--- src/rtl/clarvi_operand_gather.sv ---
// rtl/clarvi_operand_gather.sv - byte-serial operand gather from a narrow register file
//
// Fetches two source operands one byte part per cycle from a register file
// that has an 8-bit read port per source. The bytes are assembled into two
// 64-bit operands. In word mode only parts 0..3 are fetched, and each operand
// is sign-extended from its bit 31.
//
// Ports:
//   clock, reset_n                     clock, asynchronous active-low reset
//   req_valid/req_ready                operand-fetch request handshake
//   req_rs1, req_rs2, req_word         source indices and 32-bit mode flag
//   rf_fetch_part                      byte part presented to the register file
//   rf_fetch_register_1/2              register indices presented to the register file
//   rf_data_1, rf_data_2               combinational read bytes for the current part
//   op_valid/op_ready                  assembled-operand handshake
//   op_rs1, op_rs2                     assembled 64-bit operands

module clarvi_operand_gather #(
  parameter int NUM_PARTS = 8
) (
  input  logic        clock,
  input  logic        reset_n,
  input  logic        req_valid,
  output logic        req_ready,
  input  logic [4:0]  req_rs1,
  input  logic [4:0]  req_rs2,
  input  logic        req_word,
  output logic [2:0]  rf_fetch_part,
  output logic [4:0]  rf_fetch_register_1,
  output logic [4:0]  rf_fetch_register_2,
  input  logic [7:0]  rf_data_1,
  input  logic [7:0]  rf_data_2,
  output logic        op_valid,
  input  logic        op_ready,
  output logic [63:0] op_rs1,
  output logic [63:0] op_rs2
);

  typedef enum logic [1:0] {
    S_IDLE   = 2'd0,
    S_GATHER = 2'd1,
    S_HOLD   = 2'd2
  } state_t;

  localparam logic [2:0] LAST_FULL = 3'(NUM_PARTS - 1);
  localparam logic [2:0] LAST_WORD = 3'd3;

  state_t      r_state;
  logic [2:0]  r_counter;
  logic [4:0]  r_rs1;
  logic [4:0]  r_rs2;
  logic        r_word;
  logic [63:0] r_op_rs1;
  logic [63:0] r_op_rs2;
  logic        r_req_ready;
  logic        r_op_valid;

  logic        w_last;
  logic [5:0]  w_bit_base;

  assign w_last     = r_word ? (r_counter == LAST_WORD) : (r_counter == LAST_FULL);
  assign w_bit_base = {r_counter, 3'b000};

  // Handshake flags are registered alongside the state so they never glitch.
  always_ff @(posedge clock or negedge reset_n) begin
    if (!reset_n) begin
      r_state     <= S_IDLE;
      r_counter   <= 3'd0;
      r_rs1       <= 5'd0;
      r_rs2       <= 5'd0;
      r_word      <= 1'b0;
      r_op_rs1    <= 64'd0;
      r_op_rs2    <= 64'd0;
      r_req_ready <= 1'b1;
      r_op_valid  <= 1'b0;
    end else begin
      case (r_state)
        S_IDLE: begin
          if (req_valid) begin
            r_rs1       <= req_rs1;
            r_rs2       <= req_rs2;
            r_word      <= req_word;
            r_counter   <= 3'd0;
            r_req_ready <= 1'b0;
            r_state     <= S_GATHER;
          end
        end

        S_GATHER: begin
          r_op_rs1[w_bit_base +: 8] <= rf_data_1;
          r_op_rs2[w_bit_base +: 8] <= rf_data_2;
          if (w_last) begin
            // Byte 3 is arriving on this very edge, so its sign bit comes
            // straight from the read port rather than the operand register.
            if (r_word) begin
              r_op_rs1[63:32] <= {32{rf_data_1[7]}};
              r_op_rs2[63:32] <= {32{rf_data_2[7]}};
            end
            // Counter parks at 0 so rf_fetch_part reads 0 outside GATHER.
            r_counter  <= 3'd0;
            r_op_valid <= 1'b1;
            r_state    <= S_HOLD;
          end else begin
            r_counter <= r_counter + 3'd1;
          end
        end

        S_HOLD: begin
          if (op_ready) begin
            r_op_valid  <= 1'b0;
            r_req_ready <= 1'b1;
            r_state     <= S_IDLE;
          end
        end

        default: begin
          r_counter   <= 3'd0;
          r_op_valid  <= 1'b0;
          r_req_ready <= 1'b1;
          r_state     <= S_IDLE;
        end
      endcase
    end
  end

  assign req_ready           = r_req_ready;
  assign op_valid            = r_op_valid;
  assign rf_fetch_part       = r_counter;
  assign rf_fetch_register_1 = r_rs1;
  assign rf_fetch_register_2 = r_rs2;
  assign op_rs1              = r_op_rs1;
  assign op_rs2              = r_op_rs2;

endmodule
--- config.mk ---
export PLATFORM = sky130hd
export DESIGN_NAME = clarvi_operand_gather
export DESIGN_NICKNAME = d
export VERILOG_FILES = /design/src/rtl/clarvi_operand_gather.sv
export SDC_FILE = /design/constraint.sdc
export NUM_CORES = 1
export LEC_CHECK = 0
export CAP_MARGIN = 25
export CORE_MARGIN = 4
export CORE_UTILIZATION = 51
export DETAILED_ROUTE_END_ITERATION = 8
export PLACE_DENSITY = 0.94
export SYNTH_ARGS = -nofsm -noshare
export SYNTH_HDL_FRONTEND = slang
export SYNTH_SLANG_ARGS = --single-unit
--- constraint.sdc ---
create_clock -name clock -period 6.4 [get_ports clock]
set_input_delay 0.64 -clock clock [delete_from_list [all_inputs] [get_ports clock]]
set_output_delay 0.64 -clock clock [all_outputs]
set_load 0.005 [all_outputs]
==> results.py, run 1 <==
metrics = {
    "timing": {
        "slew_headroom": 0.336,
        "grt_setup_unrepaired": "false",
        "fin_setup_tns_ns": 0,
        "finalWorstPathRequiredPeriod_ns": 3.25,
        "maxSlewViolCount": 0,
        "finalSetupViolCount": 0,
        "tightest_slew_ns": 0.988,
        "final-hold-violation-count": 0,
        "layout_worst_path_cycle_share": 0.508,
        "layout_skew_ns": 0.0101,
        "achievable-frequency_mhz": 308,
    },
    "clock_tree": {
        "tritoncts_clock_tree": "done",
        "cts-buffers-inserted": 17,
        "clkTransAtPathRegs_ns": 0.06,
        "clock-root-buffer": "sky130_fd_sc_hd__clkbuf_16",
        "post_cts_gate_resize_count": 0,
        "worst_skew_pair.late_latency_ns": 0.42,
        "post_cts_hold_buffer_count": 0,
        "postCtsSetupRepairBufs": 0,
        "clock_tree.buffer_depth": 2,
        "clock_sink_count": 146,
        "clock_tree.htree_level_count": 4,
    },
    "worst_setup_path": {
        "critical_path_fanout_max": 15,
        "setup.worst_path.start_class": "flip-flop",
        "critPathSlowestCell": "sky130_fd_sc_hd__nor2_1",
        "timing.critical_path.slowest_cell_delay_ns": 0.71,
        "worst-setup-path-type": "reg -> reg",
        "cp-end-kind": "flip-flop",
        "worstPathRequired_ns": 6.75,
        "rrSetupSlack_ns": 3.15,
        "arrival_time_worst_endpoint_ns": 3.60,
        "regToRegEndpoint": "op_rs2[59]$_DFFE_PN0P_",
        "ff2ff_path_depth": 6,
        "critical_path.cell_chain": "inv_1 > ha_1 > nand2b_1 > or2_2 > nor2_1 > a221o_1",
        "critical_path_buf_inv_count": 1,
        "cp_top_family": "simple AND/OR/NAND/NOR gates",
        "regToRegStartpoint": "rf_fetch_part[0]$_DFFE_PN0P_",
    },
    "synth": {
        "synth-warning-count": 0,
        "async_reset_ff_frac": 1.00,
        "yosys_register_bits": 146,
        "syn-cell-area_sq_um": 6070,
        "yosys.cell_types.count": 44,
        "synth_enable_flop_cells": 0,
        "synth_area_per_cell_sq_um": 12.4,
        "synthesis.instances": 490,
        "synth_ff_type": "sky130_fd_sc_hd__dfrtp_1",
        "part_of_the_yosys_area_used_for_sequential_elements": 0.602,
        "synthesis.nets": 527,
    },
    "finish": {
        "layout.filler_cells": 756,
        "area_growth_syn_to_layout_pct": 40.5,
        "antenna_cells": 0,
        "final_net_count": 695,
        "post_route_cells_drive_above_1_share": 0.124,
    },
    "grt": {
        "grt_pass1_vias": 4994,
        "grt_first_pass_wirelength_microns": 27800,
        "grt_antenna_before_repair": 0,
        "grt_start_max_net_pins": 85,
        "grt-ovfl-total": 0,
        "globalRouteTotalUtil": 0.269,
    },
    "power_and_ir_drop": {
        "clock_power_share": 0.230,
        "combPwrFrac": 0.427,
        "internal-power_w": 0.00312,
        "ir_worst_vdd_mv": 0.364,
        "p_switching_w": 0.00153,
        "power.sequential.fraction": 0.344,
        "sw_frac_of_total": 0.329,
        "fin_total_pwr_w": 0.00465,
        "power.static_leakage_nw": 3.72,
        "power.density_nw_per_um2": 545,
    },
    "job": {
        "drv_cap": 0,
    },
    "placement": {
        "place.port_buffers": 173,
        "gp_congestion": 0.856,
        "hpwl_dp_microns": 12300,
    },
    "die": {
        "coreArea_sq_um": 11500,
        "io_pins": 174,
        "die_h_microns": 117,
        "die_width_microns": 117,
        "die_outline_area_sq_um": 13700,
        "placementRows": 39,
        "start_util": 0.527,
    },
    "drt": {
        "ant_nets": 0,
        "totalWireLength_microns": 18100,
        "drt_pass1_iterations": 7,
        "routed_via_density": 6.07,
        "drtIter0Drc": 579,
        "remaining_drc_errors": 0,
        "wl_per_cell_microns": 22.2,
        "route.vias.total": 4942,
    },
    "outcome": {
        "outcome": "finished clean",
    },
    "min_path": {
        "min-delay-path-class": "in -> async",
    },
}
[registers in the layout, indices dropped and copies added (netlist names), 2 cells and up]
name                 flops
rf_fetch_register_2      5
rf_fetch_register_1      5
op_rs2                  64
op_rs1                  64
rf_fetch_part            3
r_state                  2
[per-stage QoR]
step / cells / setup WS [ns] / utilization / area, sq um / hold slack [ns]
6_report: 814 / 3.15 / 0.741 / 8530 / 0.187
5_1_grt: 814 / 2.95 / 0.741 / 8530 / 0.226
4_1_cts: 810 / 3.26 / 0.736 / 8480 / 0.207
3_5_place_dp: 778 / 3.31 / 0.681 / 7840 / 0.465
3_3_place_gp: 775 / 3.41 / 0.677 / 7790 / 0.462
2_1_floorplan: 490 / 4.06 / - / 6070 / 0.344
[cell usage in the layout (no fill, tap or decap), types with 5 or more instances in the layout]
cell                              synthesis  routed
sky130_fd_sc_hd__dfrtp_1                145     145
sky130_fd_sc_hd__a211o_1                  5       5
sky130_fd_sc_hd__a221oi_1                 5       5
sky130_fd_sc_hd__nand2_1                 69      69
sky130_fd_sc_hd__nor2_1                  12      12
sky130_fd_sc_hd__clkdlybuf4s50_1          0     172
sky130_fd_sc_hd__nor2b_1                 12      12
sky130_fd_sc_hd__o31ai_1                 31      31
sky130_fd_sc_hd__buf_4                    3       5
sky130_fd_sc_hd__inv_1                   10      10
sky130_fd_sc_hd__nor3_1                   7       7
sky130_fd_sc_hd__nand2b_1                14      14
sky130_fd_sc_hd__clkbuf_16                0      17
sky130_fd_sc_hd__a221o_1                 47      47
sky130_fd_sc_hd__mux2_2                  29      29
sky130_fd_sc_hd__o21ai_0                 21      21
sky130_fd_sc_hd__nand3_1                  6       6
sky130_fd_sc_hd__ha_1                     6       6
[worst max-delay path by stage]
stage | start | endpoint | slack [ns] | cells past startpoint
finish | rf_fetch_part[0]$_DFFE_PN0P_ | op_rs2[59]$_DFFE_PN0P_ | 3.15 | 6
global route | rf_fetch_part[0]$_DFFE_PN0P_ | op_rs2[59]$_DFFE_PN0P_ | 2.95 | 6
CTS | rf_fetch_part[0]$_DFFE_PN0P_ | op_rs2[60]$_DFFE_PN0P_ | 3.26 | 6
detailed placement | rf_fetch_part[0]$_DFFE_PN0P_ | op_rs2[59]$_DFFE_PN0P_ | 3.31 | 6
global placement | rf_fetch_part[0]$_DFFE_PN0P_ | op_rs1[18]$_DFFE_PN0P_ | 3.41 | 5
floorplan | rf_fetch_part[0]$_DFFE_PN0P_ | op_rs2[52]$_DFFE_PN0P_ | 4.06 | 9
[power by group through the flow]
stage / combinational, W / sequential [W] / clock [W]
finish: 0.00198 / 0.00160 / 0.00107
global route: 0.00214 / 0.00164 / 0.00113
CTS: 0.00198 / 0.00159 / 0.00107
detailed placement: 0.00195 / 0.00160 / 0
global placement: 0.00185 / 0.00157 / 0
floorplan: 0.000909 / 0.00158 / 0
[area by class of cell]
class                   count  area (sq um)  share of cell area
flip-flops and latches    146          3650               0.428
multi-input cells         300          2170               0.254
repair buffers            183          1850               0.217
clock buffers              24           492              0.0576
well taps                 143           179              0.0210
clock inverters             8           149              0.0174
inverters                  10          37.5             0.00440
[cell usage after synthesis (2+ instances only)]
cell type,number,share of area
sky130_fd_sc_hd__nand4_1,3,0.0031
sky130_fd_sc_hd__a221oi_1,5,0.0072
sky130_fd_sc_hd__nand2b_1,14,0.014
sky130_fd_sc_hd__nor3_1,7,0.0058
sky130_fd_sc_hd__nor2b_1,12,0.012
sky130_fd_sc_hd__nor4_1,2,0.0021
sky130_fd_sc_hd__nor3_2,2,0.0033
sky130_fd_sc_hd__clkbuf_1,6,0.0037
sky130_fd_sc_hd__dfrtp_1,145,0.60
sky130_fd_sc_hd__mux2_2,29,0.054
sky130_fd_sc_hd__inv_1,10,0.0062
sky130_fd_sc_hd__and3_1,2,0.0021
sky130_fd_sc_hd__nand2_1,69,0.043
sky130_fd_sc_hd__o21ai_0,21,0.017
sky130_fd_sc_hd__a311oi_1,3,0.0043
sky130_fd_sc_hd__o31ai_1,31,0.038
sky130_fd_sc_hd__a21o_1,4,0.0049
sky130_fd_sc_hd__nand3_1,6,0.0049
sky130_fd_sc_hd__ha_1,6,0.012
sky130_fd_sc_hd__a21oi_1,2,0.0016
sky130_fd_sc_hd__a211o_1,5,0.0072
sky130_fd_sc_hd__buf_2,18,0.015
sky130_fd_sc_hd__buf_4,3,0.0037
sky130_fd_sc_hd__a221o_1,47,0.077
sky130_fd_sc_hd__buf_6,7,0.013
sky130_fd_sc_hd__nor2_1,12,0.0074
sky130_fd_sc_hd__nand3b_2,2,0.0037
[per-layer routing]
layer | global-route usage | wire length (microns) | vias up | share of wire
met1 | 0.341 | 7030 | 2497 | 0.39
li1 | - | - | 2155 | -
met2 | 0.433 | 9010 | 248 | 0.50
met4 | 0.102 | 493 | 0 | 0.027
met5 | 0 | 0 | - | 0
met3 | 0.0848 | 1580 | 42 | 0.087
[logic make-up (layout without fill, tap and decap cells)]
family	after synthesis	in the layout	synth area share
flip-flops	146	146	0.602
AND/OR/NAND/NOR	141	141	0.122
AO/OA/AOI/OAI	123	123	0.167
buffers and inverters	44	225	0.0414
multiplexers	29	29	0.0538
adder cells (fa/ha/maj)	6	6	0.0124
XOR/XNOR	1	1	0.00144
[worst register-to-register path: stages (launching register included)]
cell,delay (ns)
sky130_fd_sc_hd__dfrtp_1,0.64
sky130_fd_sc_hd__inv_1,0.19
sky130_fd_sc_hd__ha_1,0.48
sky130_fd_sc_hd__nand2b_1,0.43
sky130_fd_sc_hd__or2_2,0.45
sky130_fd_sc_hd__nor2_1,0.71
sky130_fd_sc_hd__a221o_1,0.29
Note: power is estimated with default switching activity, not from simulation.
==> run 2, diff against run 1 <==
Settings changed: CORE_UTILIZATION 51 to 43, PLACE_DENSITY 0.94 to 0.85.
Clock period 6.4 ns to 2.7 ns, I/O delays scaled along.
==> run 2 against run 1 <==
Compared with the run above: via count down 0.73%; first-iteration DRC count fell by 21%; final cell count grew 5.4%; total power rose by 130%; global-route usage down 4.5 points; worst hold slack improved by 0.16 ns; critical endpoint is now op_rs1[56]$_DFFE_PN0P_; maximum frequency increased by 33%; die area grew 17%; critical path depth rose by 1.
==> results.py, run 2 (synthesis results as in run 1) <==
metrics = {
    "grt": {
        "globalRouteTotalUtil": 0.223,
        "grt_first_pass_wirelength_microns": 28100,
        "grt-ovfl-total": 0,
        "grt_antenna_before_repair": 0,
        "grt_start_max_net_pins": 67,
        "grt_pass1_vias": 5097,
    },
    "worst_setup_path": {
        "critPathSlowestCell": "sky130_fd_sc_hd__dfrtp_1",
        "worstPathRequired_ns": 3.00,
        "arrival_time_worst_endpoint_ns": 2.75,
        "cp-end-kind": "flip-flop",
        "worst-setup-path-type": "reg -> reg",
        "critical_path.cell_chain": "inv_1 > ha_1 > ha_1 > nand2b_1 > nor3b_4 > nor2_2 > a221o_1",
        "critical_path_fanout_max": 13,
        "cp_common_cell": "sky130_fd_sc_hd__ha_1",
        "crit_start": "rf_fetch_part[1]$_DFFE_PN0P_",
        "setup.worst_path.start_class": "flip-flop",
        "regToRegStartpoint": "rf_fetch_part[1]$_DFFE_PN0P_",
        "rrSetupSlack_ns": 0.25,
        "ff2ff_path_depth": 7,
        "regToRegEndpoint": "op_rs1[56]$_DFFE_PN0P_",
        "timing.critical_path.slowest_cell_delay_ns": 0.48,
    },
    "drt": {
        "drt_pass1_iterations": 5,
        "remaining_drc_errors": 0,
        "totalWireLength_microns": 17700,
        "routed_via_density": 5.72,
        "drtIter0Drc": 460,
        "ant_nets": 0,
        "wl_per_cell_microns": 20.6,
        "route.vias.total": 4906,
    },
    "timing": {
        "maxSlewViolCount": 0,
        "final-hold-violation-count": 0,
        "timing.final.ws_setup_ns": 0.252,
        "grt_setup_unrepaired": "false",
        "finalSetupViolCount": 0,
        "finalWorstPathRequiredPeriod_ns": 2.45,
        "layout_worst_path_cycle_share": 0.907,
        "layout_skew_ns": 0.00743,
        "tightest_slew_ns": 0.847,
        "achievable-frequency_mhz": 408,
        "slew_headroom": 0.434,
        "fin_worst_hold_slack_ns": 0.348,
    },
    "placement": {
        "place_ws_ns": -0.0371,
        "place.port_buffers": 173,
        "numPlacedInstances": 826,
        "placed_cell_area_sq_um": 7960,
        "hpwl_dp_microns": 12800,
        "gp_congestion": 0.912,
    },
    "finish": {
        "leading_cell_type_in_the_layout_fill_and_taps_excluded": "sky130_fd_sc_hd__clkdlybuf4s50_1",
        "post_route_cells_drive_above_1_share": 0.137,
        "final_net_count": 703,
        "postLayoutCoreUtil": 0.619,
        "final_cell_mix": "sky130_fd_sc_hd__clkdlybuf4s50_1 (172), sky130_fd_sc_hd__dfrtp_1 (145), sky130_fd_sc_hd__nand2_1 (69)",
        "area_growth_syn_to_layout_pct": 41.5,
        "layout.cells.non_filler": 858,
        "layout.filler_cells": 1069,
        "antenna_cells": 0,
        "fin_area_sq_um": 8590,
    },
    "clock_tree": {
        "clock_tree.buffer_depth": 2,
        "postCtsSetupRepairBufs": 0,
        "clock-root-buffer": "sky130_fd_sc_hd__clkbuf_16",
        "clkTransAtPathRegs_ns": 0.06,
        "cts-buffers-inserted": 17,
        "clock_tree.htree_level_count": 4,
        "worst_skew_pair.late_latency_ns": 0.42,
        "tritoncts_clock_tree": "done",
        "clock_sink_count": 146,
    },
    "die": {
        "die_h_microns": 127,
        "die_outline_area_sq_um": 16100,
        "die_width_microns": 127,
        "start_util": 0.438,
        "coreArea_sq_um": 13900,
        "io_pins": 174,
        "placementRows": 43,
    },
    "min_path": {
        "min-delay-path-class": "in -> async",
    },
    "power_and_ir_drop": {
        "ir_worst_vdd_mv": 0.620,
        "power.density_nw_per_um2": 1270,
        "power.static_leakage_nw": 3.74,
    },
    "outcome": {
        "outcome": "finished clean",
    },
    "job": {
        "drv_cap": 0,
    },
}
## run 2: through the flow
step                power [W]  setup TNS, ns
floorplan             0.00589              0
global placement      0.00828              0
detailed placement    0.00850         -0.164
CTS                    0.0110              0
global route           0.0115              0
finish                 0.0109              0
## run 2: report_power, final
part	internal, W	switching [W]
sequential	0.00314	0.000625
clock	0.00151	0.000866
combinational	0.00267	0.00209
total	0.00733	0.00358
## run 2: worst max path at each step
stage                                   endpoint
after floorplan           op_rs2[52]$_DFFE_PN0P_
after global placement    op_rs1[56]$_DFFE_PN0P_
after detailed placement  op_rs1[56]$_DFFE_PN0P_
after CTS                 op_rs1[56]$_DFFE_PN0P_
after global routing      op_rs1[56]$_DFFE_PN0P_
final                     op_rs1[56]$_DFFE_PN0P_
## run 2: layout make-up
type                       count  area (sq um)  area share
sequential                   146          3650       0.425
multi-input combinational    300          2190       0.254
timing repair buffer         191          1890       0.220
clock buffer                  21           470      0.0547
tap                          180           225      0.0262
clock inverter                10           133      0.0154
inverter                      10          37.5     0.00437
## run 2: routing by layer
metal | track usage | wire length, microns | part of all wire | up-vias
li1 | - | - | - | 2162
met1 | 0.270 | 6900 | 0.39 | 2468
met2 | 0.374 | 8860 | 0.50 | 244
met3 | 0.0771 | 1590 | 0.090 | 32
met4 | 0.0763 | 351 | 0.020 | 0
met5 | 0 | 0 | 0 | -
## run 2: worst max-delay path: cells and delay by family, from the launching register on
kind                     cells  cell delay (ns)
adder cells (fa/ha/maj)      2             0.54
buffers and inverters        1             0.11
AO/OA/AOI/OAI                1             0.40
AND/OR/NAND/NOR              3             0.79
flip-flops                   1             0.48
## run 2: timing repair
| item | 4_1_cts | 5_1_grt |
|---|---|---|
| endpoints found under the setup margin | 0 | 52 |
| hold buffers | 1 | 0 |
| endpoints found under the hold margin | 45 | 0 |
| gates resized for setup | 0 | 4 |
==> run 3, diff against run 2 <==
Settings changed: GPL_TIMING_DRIVEN set to 0.
==> run 3 against run 2 <==
Compared with the run above: sequential share of layout area down 0.62 points; routed wire length up 0.76%; first-iteration DRC count down 17%; final cell count up 2.2%; global-route usage up 0.22 points; total power up 1.9%; largest power group unchanged; highest routed layer unchanged.
==> results.py, run 3 (synthesis results as in run 1) <==
metrics = {
    "power_and_ir_drop": {
        "sw_frac_of_total": 0.323,
        "power.density_nw_per_um2": 1270,
        "power.sequential.fraction": 0.339,
        "ir_worst_vdd_mv": 0.612,
        "internal-power_w": 0.00752,
        "power.static_leakage_nw": 3.82,
        "clock_power_share": 0.228,
        "p_switching_w": 0.00358,
        "combPwrFrac": 0.433,
    },
    "timing": {
        "tightest_slew_ns": 1.14,
        "final-hold-violation-count": 0,
        "maxSlewViolCount": 0,
        "finalSetupViolCount": 0,
        "layout_worst_path_cycle_share": 0.943,
        "layout_skew_ns": 0.00935,
        "slew_headroom": 0.236,
        "fin_setup_tns_ns": 0,
        "timing.final.ws_setup_ns": 0.154,
        "grt_setup_unrepaired": "false",
        "achievable-frequency_mhz": 393,
        "finalWorstPathRequiredPeriod_ns": 2.55,
    },
    "finish": {
        "layout.cells.non_filler": 877,
        "antenna_cells": 0,
        "leading_cell_type_in_the_layout_fill_and_taps_excluded": "sky130_fd_sc_hd__clkdlybuf4s50_1",
        "postLayoutCoreUtil": 0.629,
        "final_net_count": 721,
        "final_cell_mix": "sky130_fd_sc_hd__clkdlybuf4s50_1 (172), sky130_fd_sc_hd__dfrtp_1 (144), sky130_fd_sc_hd__nand2_1 (69)",
        "layout.area.seq_sq_um": 3660,
        "multi_input_gate_area_in_the_final_layout_sq_um": 2180,
        "area_growth_syn_to_layout_pct": 43.7,
        "layout.filler_cells": 1046,
        "post_route_cells_drive_above_1_share": 0.151,
    },
    "grt": {
        "grt_pass1_vias": 5233,
        "globalRouteTotalUtil": 0.225,
        "grt_first_pass_wirelength_microns": 28300,
        "grt_antenna_before_repair": 0,
        "grt_start_max_net_pins": 88,
        "grt-ovfl-total": 0,
    },
    "die": {
        "die_outline_area_sq_um": 16100,
        "placementRows": 43,
        "coreArea_sq_um": 13900,
        "die_h_microns": 127,
        "die_width_microns": 127,
        "io_pins": 174,
        "start_util": 0.438,
    },
    "worst_setup_path": {
        "regToRegEndpoint": "op_rs2[52]$_DFFE_PN0P_",
        "ff2ff_path_depth": 9,
        "worst-setup-path-type": "reg -> reg",
        "setup.worst_path.end": "op_rs2[52]$_DFFE_PN0P_",
        "regToRegStartpoint": "rf_fetch_part[0]$_DFFE_PN0P_",
        "crit_start": "rf_fetch_part[0]$_DFFE_PN0P_",
        "worstPathRequired_ns": 3.00,
        "critical_path_fanout_max": 10,
        "setup.worst_path.start_class": "flip-flop",
        "cp-end-kind": "flip-flop",
        "arrival_time_worst_endpoint_ns": 2.85,
        "rrSetupSlack_ns": 0.15,
    },
    "clock_tree": {
        "clock-root-buffer": "sky130_fd_sc_hd__clkbuf_16",
        "clock_tree.htree_level_count": 4,
        "postCtsSetupRepairBufs": 0,
        "clock_sink_count": 146,
        "clock_tree.buffer_depth": 2,
        "clkTransAtPathRegs_ns": 0.06,
        "worst_skew_pair.late_latency_ns": 0.42,
        "cts-buffers-inserted": 17,
        "tritoncts_clock_tree": "done",
    },
    "min_path": {
        "min-delay-path-class": "in -> async",
    },
    "drt": {
        "drt_pass1_iterations": 5,
        "route.vias.total": 4885,
        "totalWireLength_microns": 17800,
        "wl_per_cell_microns": 20.3,
        "drtIter0Drc": 380,
        "routed_via_density": 5.57,
        "ant_nets": 0,
        "remaining_drc_errors": 0,
    },
    "outcome": {
        "outcome": "finished clean",
    },
    "placement": {
        "numPlacedInstances": 844,
        "gp_congestion": 0.844,
        "place.port_buffers": 173,
        "place_ws_ns": -0.0722,
        "hpwl_dp_microns": 13100,
    },
    "job": {
        "drv_cap": 0,
    },
}
[run 3: power groups by stage]
stage	combinational (W)	clock, W	sequential, W
CTS	0.00484	0.00256	0.00376
floorplan	0.00216	0	0.00373
finish	0.00481	0.00253	0.00377
global placement	0.00464	0	0.00372
detailed placement	0.00479	0	0.00378
global route	0.00522	0.00266	0.00387
[run 3: how the worst min path moves through the flow]
stage	to	startpoint	slack, ns
floorplan	op_rs1[0]$_DFFE_PN0P_	reset_n	-0.03
global placement	op_rs1[47]$_DFFE_PN0P_	op_rs1[47]$_DFFE_PN0P_	0.46
detailed placement	op_rs1[5]$_DFFE_PN0P_	reset_n	0.29
CTS	rf_fetch_part[1]$_DFFE_PN0P_	reset_n	0.40
global route	op_rs2[7]$_DFFE_PN0P_	reset_n	0.45
finish	op_rs2[7]$_DFFE_PN0P_	reset_n	0.38
[run 3: per-layer routing]
metal	routed length (microns)	GRT usage
met1	7280	0.281
met2	8610	0.365
met3	1480	0.0762
met4	459	0.0852
met5	0	0
[run 3: layout make-up]
cell class | instances | share of cell area
Tap cell | 180 | 0.0258
Clock inverter | 8 | 0.0171
Clock buffer | 24 | 0.0564
Timing Repair Buffer | 175 | 0.203
Multi-Input combinational cell | 300 | 0.250
Sequential cell | 146 | 0.419
Inverter | 10 | 0.00430
Buffer | 34 | 0.0250
[run 3: timing repair]
action | in CTS | in global routing
hold buffers | 1 | 0
endpoints found under the setup margin | 10 | 20
gates resized for setup | 1 | 4
hold endpoints to repair | 58 | 0
[run 3: worst max-delay path, stage by stage, from the launching register on]
cell and delay, ns:
sky130_fd_sc_hd__dfrtp_2 0.41, sky130_fd_sc_hd__buf_6 0.17, sky130_fd_sc_hd__inv_1 0.08, sky130_fd_sc_hd__ha_1 0.21
sky130_fd_sc_hd__ha_1 0.31, sky130_fd_sc_hd__clkbuf_2 0.20, sky130_fd_sc_hd__nand3b_4 0.22, sky130_fd_sc_hd__a21o_2 0.31
sky130_fd_sc_hd__buf_6 0.17, sky130_fd_sc_hd__a221o_1 0.34
[run 3: through the flow]
| stage | hold slack, ns | instance area (sq um) | power [W] |
|---|---|---|---|
| global placement | 0.464 | 8030 | 0.00836 |
| detailed placement | 0.286 | 8060 | 0.00857 |
| floorplan | -0.0256 | 6070 | 0.00589 |
| CTS | 0.401 | 8710 | 0.0112 |
| finish | 0.382 | 8720 | 0.0111 |
| global route | 0.446 | 8720 | 0.0117 |
